[src/rtl/mqueue.sv]
// mqueue: multi-lane circular FIFO with probe read/write access and partial
// tail rollback. Accepts up to PUSH_W entries and releases up to POP_W entries
// per clock.
//
// Optional feature: define MQUEUE_ERRCHK_EN to enable the sticky protocol
// error flag on err_OUT. Without it err_OUT is tied low and no check logic
// is built.
//
// Handshake semantics (push and pop sides alike): the requester states a
// count on pushCnt_IN / popCnt_IN. The request is accepted whole in the cycle
// it is presented if it fits the lane width and the start-of-cycle occupancy
// (free space for push, count for pop); otherwise nothing is accepted and the
// requester must re-present it. Popped data is consumed from data_OUT in the
// same cycle as the accepted pop; pushed data appears on the next cycle.
module mqueue #(
    parameter int DATA_WIDTH = 8,
    parameter int ADDR_WIDTH = 4,
    parameter int PUSH_W     = 2,
    parameter int POP_W      = 2,
    parameter int INIT_CODE  = 0
) (
    input  logic                         clk,
    input  logic                         reset,
    input  logic                         flush_IN,
    input  logic [2:0]                   pushCnt_IN,
    input  logic [PUSH_W*DATA_WIDTH-1:0] data_IN,
    input  logic [2:0]                   popCnt_IN,
    output logic [POP_W*DATA_WIDTH-1:0]  data_OUT,
    output logic [POP_W-1:0]             popValid_OUT,
    output logic [ADDR_WIDTH:0]          count_OUT,
    output logic [ADDR_WIDTH:0]          freeCnt_OUT,
    output logic                         emptyFlag_OUT,
    output logic                         fullFlag_OUT,
    output logic [ADDR_WIDTH-1:0]        curHead_OUT,
    output logic [ADDR_WIDTH-1:0]        curTail_OUT,
    input  logic                         rollback_IN,
    input  logic [ADDR_WIDTH:0]          rollbackKeep_IN,
    input  logic [ADDR_WIDTH-1:0]        probeIdx_IN,
    output logic [DATA_WIDTH-1:0]        probeData_OUT,
    input  logic                         probePushReq_IN,
    input  logic [DATA_WIDTH-1:0]        probeData_IN,
    output logic                         err_OUT
);

    localparam int DEPTH = 1 << ADDR_WIDTH;
    localparam int CNTW  = ADDR_WIDTH + 1;
    // Comparison width wide enough for both the 3-bit request counts and the occupancy count.
    localparam int CW    = (CNTW > 3) ? CNTW : 3;

    logic [DATA_WIDTH-1:0] buffer [DEPTH];
    logic [ADDR_WIDTH-1:0] head;
    logic [ADDR_WIDTH-1:0] tail;
    logic [CNTW-1:0]       count;

    logic [CW-1:0]         pushReq;
    logic [CW-1:0]         popReq;
    logic [CW-1:0]         countW;
    logic [CW-1:0]         freeW;
    logic [CW-1:0]         keepW;
    logic [CW-1:0]         pushAcc;
    logic [CW-1:0]         popAcc;
    logic                  pushOk;
    logic                  popOk;
    logic                  rollbackLegal;
    logic                  doPush;
    logic [ADDR_WIDTH-1:0] headNext;
    logic [ADDR_WIDTH-1:0] tailNext;
    logic [CNTW-1:0]       countNext;

    // Acceptance decisions from start-of-cycle occupancy; all-or-nothing per side.
    always_comb begin
        pushReq       = CW'(pushCnt_IN);
        popReq        = CW'(popCnt_IN);
        countW        = CW'(count);
        freeW         = CW'(DEPTH) - countW;
        keepW         = CW'(rollbackKeep_IN);
        pushOk        = (pushReq <= CW'(PUSH_W)) && (pushReq <= freeW);
        popOk         = (popReq <= CW'(POP_W)) && (popReq <= countW);
        pushAcc       = pushOk ? pushReq : '0;
        popAcc        = popOk ? popReq : '0;
        // A rollback must keep at least what is being popped and no more than what exists.
        rollbackLegal = rollback_IN && (popAcc <= keepW) && (keepW <= countW);
        // A legal rollback cancels the push; flush drops it as well.
        doPush        = !flush_IN && !rollbackLegal && (pushAcc != '0);
    end

    // Next pointer/count values for the normal and rollback paths (flush/reset handled in the register).
    always_comb begin
        headNext  = head + ADDR_WIDTH'(popAcc);
        tailNext  = tail + ADDR_WIDTH'(pushAcc);
        countNext = CNTW'(countW + pushAcc - popAcc);
        if (rollbackLegal) begin
            tailNext  = head + ADDR_WIDTH'(keepW);
            countNext = CNTW'(keepW - popAcc);
        end
    end

    // Pointer and occupancy registers: reset > flush > rollback > push/pop.
    always_ff @(posedge clk) begin
        if (reset) begin
            head  <= '0;
            tail  <= '0;
            count <= (INIT_CODE == 1) ? CNTW'(DEPTH) : '0;
        end else if (flush_IN) begin
            head  <= '0;
            tail  <= '0;
            count <= '0;
        end else begin
            head  <= headNext;
            tail  <= tailNext;
            count <= countNext;
        end
    end

    // Storage: probe write first, then push lanes so a push to the same index wins.
    always_ff @(posedge clk) begin
        if (reset) begin
            for (int i = 0; i < DEPTH; i++) begin
                buffer[i] <= (INIT_CODE == 1) ? DATA_WIDTH'(i) : '0;
            end
        end else if (!flush_IN) begin
            if (probePushReq_IN) begin
                buffer[probeIdx_IN] <= probeData_IN;
            end
            if (doPush) begin
                for (int j = 0; j < PUSH_W; j++) begin
                    if (CW'(j) < pushAcc) begin
                        buffer[tail + ADDR_WIDTH'(j)] <= data_IN[j*DATA_WIDTH +: DATA_WIDTH];
                    end
                end
            end
        end
    end

    // Pop lanes read contiguously from head, wrapping through index 0.
    always_comb begin
        data_OUT     = '0;
        popValid_OUT = '0;
        for (int i = 0; i < POP_W; i++) begin
            data_OUT[i*DATA_WIDTH +: DATA_WIDTH] = buffer[head + ADDR_WIDTH'(i)];
            popValid_OUT[i]                      = (count > CNTW'(i));
        end
    end

    assign count_OUT     = count;
    assign freeCnt_OUT   = CNTW'(DEPTH) - count;
    assign emptyFlag_OUT = (count == '0);
    assign fullFlag_OUT  = (count == CNTW'(DEPTH));
    assign curHead_OUT   = head;
    assign curTail_OUT   = tail;
    assign probeData_OUT = buffer[probeIdx_IN];

`ifdef MQUEUE_ERRCHK_EN
    logic errReg;
    logic errHit;

    // Any rejected request, illegal rollback or over-width request is a protocol error.
    always_comb begin
        errHit = ((pushReq != '0) && (pushAcc == '0)) ||
                 ((popReq != '0) && (popAcc == '0)) ||
                 (rollback_IN && !rollbackLegal) ||
                 (pushReq > CW'(PUSH_W)) ||
                 (popReq > CW'(POP_W));
    end

    // Sticky error flag, cleared only by reset or flush.
    always_ff @(posedge clk) begin
        if (reset || flush_IN) begin
            errReg <= 1'b0;
        end else if (errHit) begin
            errReg <= 1'b1;
        end
    end

    assign err_OUT = errReg;
`else
    assign err_OUT = 1'b0;
`endif

endmodule
[config.mk]
export PLATFORM = sky130hd
export DESIGN_NAME = mqueue
export DESIGN_NICKNAME = d
export VERILOG_FILES = /design/src/rtl/mqueue.sv
export SDC_FILE = /design/constraint.sdc
export NUM_CORES = 1
export LEC_CHECK = 0
export BUFFER_PORTS_ARGS = -buffer_cell sky130_fd_sc_hd__buf_2
export CORE_ASPECT_RATIO = 1.2
export CORE_UTILIZATION = 55
export CTS_CLUSTER_DIAMETER = 200
export DETAILED_ROUTE_END_ITERATION = 8
export PLACE_DENSITY = 0.74
export SETUP_SLACK_MARGIN = 0.05
export SLEW_MARGIN = 10
export SYNTH_ARGS = -nofsm -noshare
export SYNTH_HDL_FRONTEND = slang
export SYNTH_SLANG_ARGS = --single-unit
[constraint.sdc]
create_clock -name clk -period 12.53 [get_ports clk]
set_clock_uncertainty 0.15 [all_clocks]
set_input_delay 2.506 -clock clk [delete_from_list [all_inputs] [get_ports clk]]
set_output_delay 2.506 -clock clk [all_outputs]
set_load 0.005 [all_outputs]
# ---- After elaboration in Yosys (flattened, before gate mapping)
# Memory sizes are Yosys's and may differ from the RTL's. A register that Yosys moved wholly into a read port is not among the register bits.
# Index checks and enable logic that the tools add are counted.
dict set report classes {
  magnitude_cmp 10
  eq_ne 1
  addsub 9
  reduce_logical 14
  n_mux 30
}
# op count
set op_table {}
lappend op_table {{two-way mux 8 bit} 3}
lappend op_table {{OR reduction 8 bit} 3}
lappend op_table {{two-way mux 4 bit} 5}
lappend op_table {{two-way mux 1 bit} 19}
lappend op_table {{<= comparator 3 x 5 -> 1 bit} 3}
lappend op_table {{> comparator 5 x 1 -> 1 bit (second input constant)} 2}
lappend op_table {{subtractor 5 x 3 -> 5 bit} 2}
lappend op_table {{adder 4 x 1 -> 4 bit (second input constant)} 2}
lappend op_table {{adder 4 x 3 -> 4 bit} 2}
lappend op_table {{<= comparator 3 x 2 -> 1 bit (second input constant)} 2}
lappend op_table {{logical AND 1 bit} 6}
lappend op_table {{less-than comparator 1 x 3 -> 1 bit (first input constant)} 2}
lappend op_table {{two-way mux 3 bit} 2}
lappend op_table {{adder 5 x 3 -> 5 bit} 1}
lappend op_table {{== test 5 bit (second input constant)} 1}
lappend op_table {{<= comparator 5 bit} 1}
lappend op_table {{zero test 5 bit} 1}
lappend op_table {{two-way mux 5 bit} 1}
lappend op_table {{nonzero test 5 bit} 1}
lappend op_table {{subtractor 5 bit (first input constant)} 1}
lappend op_table {{adder 4 bit} 1}
lappend op_table {{zero test 1 bit} 2}
lappend op_table {{OR reduction 2 bit} 1}
dict set report totals {
  out_inout_bits 47
  reg_bits 13
  ramBits 128
  elab_cells 68
  memories 1
  inputBits 44
}
# memory words width rd rd_ports_with_merged_regs wr line_no
set memory_table {}
lappend memory_table {buffer 16 8 3 1 16 50} ;# logic [DATA_WIDTH-1:0] buffer [DEPTH];

# ---- Longest topological paths before layout
dict set report depth {
  word_depth 15
  ltp_mapped 21
  depth_no_buf 21
}

# ---- Worst setup path before layout
# No wires, ideal clock.
dict set report synth_timing {
  kind {input to output}
  from {input port probeIdx_IN[1]}
  to {output port probeData_OUT[0]}
  arrival_ps 4055
  setup_slack_ps 5819
  t_required_ps 9874
  stages 3
  path_buffers 1
  cell_sequence {buf_1 > mux4_2 > mux4_2}
}
dict set report synth_via {
  elab_chain_cells 1
}
# element line_no
set synth_lines {}
lappend synth_lines {{from (decl)} 38} ;# input logic [ADDR_WIDTH-1:0] probeIdx_IN,
lappend synth_lines {{memory read (16 x 8 bit)} --}
lappend synth_lines {{to (decl)} 39} ;# output logic [DATA_WIDTH-1:0] probeData_OUT,
# No other way between the ends.

# ---- Worst setup path after layout
dict set report layout_timing {
  from {input port probeIdx_IN[1]}
  to {output port probeData_OUT[3]}
}
# The elaborated chain is that of the path after synthesis.

==> flow_metrics.py <==
metrics = {
    "timing": {
        "min_period_over_period_pct": 56.5,
        "final_layout_setup_total_negative_slack_ns": 0,
        "timing.final.hold_violations": 0,
        "min_period_ns": 7.07,
        "setup_repair_after_global_routing_missed_its_margin": "false",
        "setup_viol": 0,
        "timing.fmax_mhz": 141,
        "drv_slew": 0,
        "worst_pin_slew_ns": 1.24,
        "slew_headroom_pct": 16.5,
    },
    "yosys": {
        "post_synth_inst_count": 1173,
        "mappedNetlistArea_sq_um": 12700,
        "asyncSetResetFlopFracSynth_pct": 0,
        "post_synth_main_area_contributors": "sky130_fd_sc_hd__edfxtp_1 30%, sky130_fd_sc_hd__mux4_2 21%, sky130_fd_sc_hd__o211ai_1 5.0%",
        "synth_top_area_share_pct": 30.3,
        "synth_largest_area_cell": "sky130_fd_sc_hd__edfxtp_1",
        "count_of_warnings_emitted_by_yosys": 0,
        "synth.cells.most_frequent": "128 x sky130_fd_sc_hd__edfxtp_1, 120 x sky130_fd_sc_hd__mux4_2, 84 x sky130_fd_sc_hd__o211ai_1",
        "synth.distinct_cells": 66,
        "synth_top_flop_cell": "sky130_fd_sc_hd__edfxtp_1",
        "synth_most_common_cell": "sky130_fd_sc_hd__edfxtp_1",
        "synth-edff-count": 128,
        "syn_avg_cell_area_sq_um": 10.8,
        "synth.yosys.seq_area_share_pct": 32.3,
        "yosys_register_bits": 141,
    },
    "worst_hold_path": {
        "holdPathEnd": "curHead_OUT[0]$_SDFF_PP0_",
        "hold_path_class": "reg2reg",
        "holdCritStartpoint": "curHead_OUT[0]$_SDFF_PP0_",
        "timing.hold.worst_path_depth": 2,
    },
    "die": {
        "pin_count": 91,
        "start_util_pct": 56.4,
        "die_area_sq_um": 23700,
        "placementRows": 60,
        "floorplan.core_area_sq_um": 22500,
        "floorplan.die.height_um": 168,
        "die_w_um": 141,
    },
    "power_and_ir_drop": {
        "power.total_uw": 1630,
        "power.leakage_uw": 0.00484,
        "max-vdd-ir-drop_mv": 0.106,
        "power_density_nw_per_um2": 118,
    },
    "setup_path": {
        "crit_path_cell_trace": "buf_2 -> buf_4 -> mux4_2 -> mux4_2 -> buf_2",
        "reg2reg_depth": 12,
        "worst_r2r_startpoint": "count_OUT[1]$_SDFF_PP0_",
        "critPathKind": "in2out",
        "critical-path-slowest-cell": "sky130_fd_sc_hd__mux4_2",
        "worst-endpoint-arrival_ns": 4.42,
        "cp-end-kind": "primary output",
        "start_kind": "primary input",
        "cp_max_fo": 39,
        "worst_ep_required_time_ns": 9.87,
        "critPathMaxStageDelay_ns": 0.60,
        "rr_endpoint": "buffer[4][3]$_DFFE_PP_",
        "timing.reg2reg.setup_slack_ns": 7.46,
    },
    "drt": {
        "detail_route.wirelength_um": 52500,
        "detail_route.wl_per_cell_um": 35.5,
        "detail_route.vias_per_cell": 8.18,
        "drc": 0,
        "drt.antenna.violating_nets": 0,
        "detailroute.via_count": 12100,
        "drt_pass1_iterations": 7,
        "drt_first_iter_violations": 2443,
    },
    "global_route": {
        "first_global_vias": 11200,
        "grt.total_usage_pct": 46.0,
        "pin_count_of_the_biggest_net_entering_global_routing": 66,
        "number_of_antenna_violations_at_the_first_check_in_global_routing": 8,
        "grt_overflow": 0,
        "grt_pass1_wl_um": 77200,
    },
    "cells_and_area": {
        "count_of_filler_cells_inserted_in_the_layout": 1824,
        "register_area_sq_um": 4110,
        "area_growth_syn_to_layout_pct": 8.27,
        "fin_nets": 1269,
        "multi_input_comb_area_sq_um": 7890,
        "final_layout_size_suffix_gt1_share_pct": 25.7,
    },
    "clocking": {
        "cts_tree": "done",
        "cts_hold_repair.buffers": 0,
        "cts.repair.resized": 0,
        "max-clock-path-buffers": 2,
        "cts.root.buffer_cell": "sky130_fd_sc_hd__clkbuf_16",
        "cts.repair_timing.setup_buffer_count": 0,
        "cts-buffers-inserted": 17,
        "worst_setup_hold_path_clk_slew_ns": 0.07,
        "clk-insertion-delay-late_ns": 0.43,
        "ctsHtreeMaxLevel": 4,
        "cts_num_sinks": 141,
    },
    "flow_run": {
        "max_cap_violations": 0,
    },
    "placed_design": {
        "place_hpwl_um": 37900,
        "buffers_on_ports": 89,
        "gp_congestion": 1.03,
    },
    "outcome": {
        "status": "finished clean",
    },
}
## worst max-delay path by stage
stage | start | end | cells past startpoint
after floorplan | probeIdx_IN[1] | probeData_OUT[0] | 3
after global placement | probeIdx_IN[1] | probeData_OUT[3] | 5
after detailed placement | probeIdx_IN[1] | probeData_OUT[0] | 5
after CTS | probeIdx_IN[1] | probeData_OUT[3] | 5
after global routing | probeIdx_IN[1] | probeData_OUT[0] | 5
final | probeIdx_IN[1] | probeData_OUT[3] | 5
## worst max-delay path: cells and delay by family
kind,cells,cell delay [ns]
multiplexers,2,1.13
buffers and inverters,3,0.76
## cell usage in the layout (no fill, tap or decap), types with 7 or more instances in the layout
master / n
sky130_fd_sc_hd__nor3_1: 57
sky130_fd_sc_hd__a22oi_1: 52
sky130_fd_sc_hd__a21o_1: 7
sky130_fd_sc_hd__nand2b_1: 7
sky130_fd_sc_hd__a41oi_1: 13
sky130_fd_sc_hd__ha_1: 35
sky130_fd_sc_hd__fa_1: 7
sky130_fd_sc_hd__clkbuf_16: 17
sky130_fd_sc_hd__and2_1: 24
sky130_fd_sc_hd__o21ai_0: 17
sky130_fd_sc_hd__nand4_1: 19
sky130_fd_sc_hd__mux2i_1: 12
sky130_fd_sc_hd__dfxtp_1: 11
sky130_fd_sc_hd__mux4_2: 120
sky130_fd_sc_hd__a31oi_1: 52
sky130_fd_sc_hd__a21oi_1: 38
sky130_fd_sc_hd__nand2_1: 61
sky130_fd_sc_hd__nand3_1: 33
sky130_fd_sc_hd__a32oi_1: 33
sky130_fd_sc_hd__buf_2: 89
sky130_fd_sc_hd__inv_1: 37
sky130_fd_sc_hd__and3_1: 20
sky130_fd_sc_hd__edfxtp_1: 128
sky130_fd_sc_hd__o211ai_1: 84
sky130_fd_sc_hd__nor2_1: 59
sky130_fd_sc_hd__o21ai_1: 14
sky130_fd_sc_hd__xnor2_1: 11
sky130_fd_sc_hd__buf_4: 30
## through the flow
step	instance area (sq um)	setup WS (ns)	hold WS, ns	instances	utilization (%)
2_1_floorplan	12700	5.82	0.516	1177	-
3_3_place_gp	13200	5.53	0.544	1443	58.5
3_5_place_dp	13200	5.46	0.531	1443	58.5
4_1_cts	13700	5.45	0.549	1475	61.0
5_1_grt	13700	5.33	0.614	1475	61.0
6_report	13800	5.46	0.579	1481	61.1
## per-layer routing
layer  wire (um)  vias to the layer above  GRT usage, %
met3        7520                      370          16.6
met5          90                        -          1.47
met2       22300                     1270          67.4
li1            -                     4831             -
met1       17600                     5640          56.7
met4        4990                        8          31.8
## cells by family (layout without fill, tap and decap cells)
| logic type | Yosys count | in the layout | share of synthesized area [%] |
|---|---|---|---|
| AND/OR/NAND/NOR | 309 | 309 | 12.2 |
| XOR/XNOR | 16 | 16 | 1.16 |
| flip-flops | 141 | 141 | 32.3 |
| multiplexers | 132 | 132 | 22.2 |
| AO/OA/AOI/OAI | 359 | 359 | 21.7 |
| adder cells (fa/ha/maj) | 42 | 42 | 4.55 |
| other | 2 | 12 | 0.0591 |
| buffers and inverters | 172 | 191 | 5.84 |
## where the power goes
group / total (uW) / switching (uW) / internal [uW]
combinational: 538 / 344 / 193
sequential: 579 / 39.9 / 539
clock: 510 / 245 / 265
## layout make-up
cell class                      instances  area share (%)
Antenna cell                            6           0.109
Clock buffer                           17            3.09
Clock inverter                         15            1.06
Inverter                               40            1.11
Multi-Input combinational cell        864            57.3
Sequential cell                       141            29.9
Tap cell                              279            2.54
Timing Repair Buffer                  119            4.88
## sequential cells by signal, summed over array words and instances (netlist names)
signal / cells
buffer: 128
count_OUT: 5
curTail_OUT: 4
curHead_OUT: 4
(Power assumes the default switching activity.)
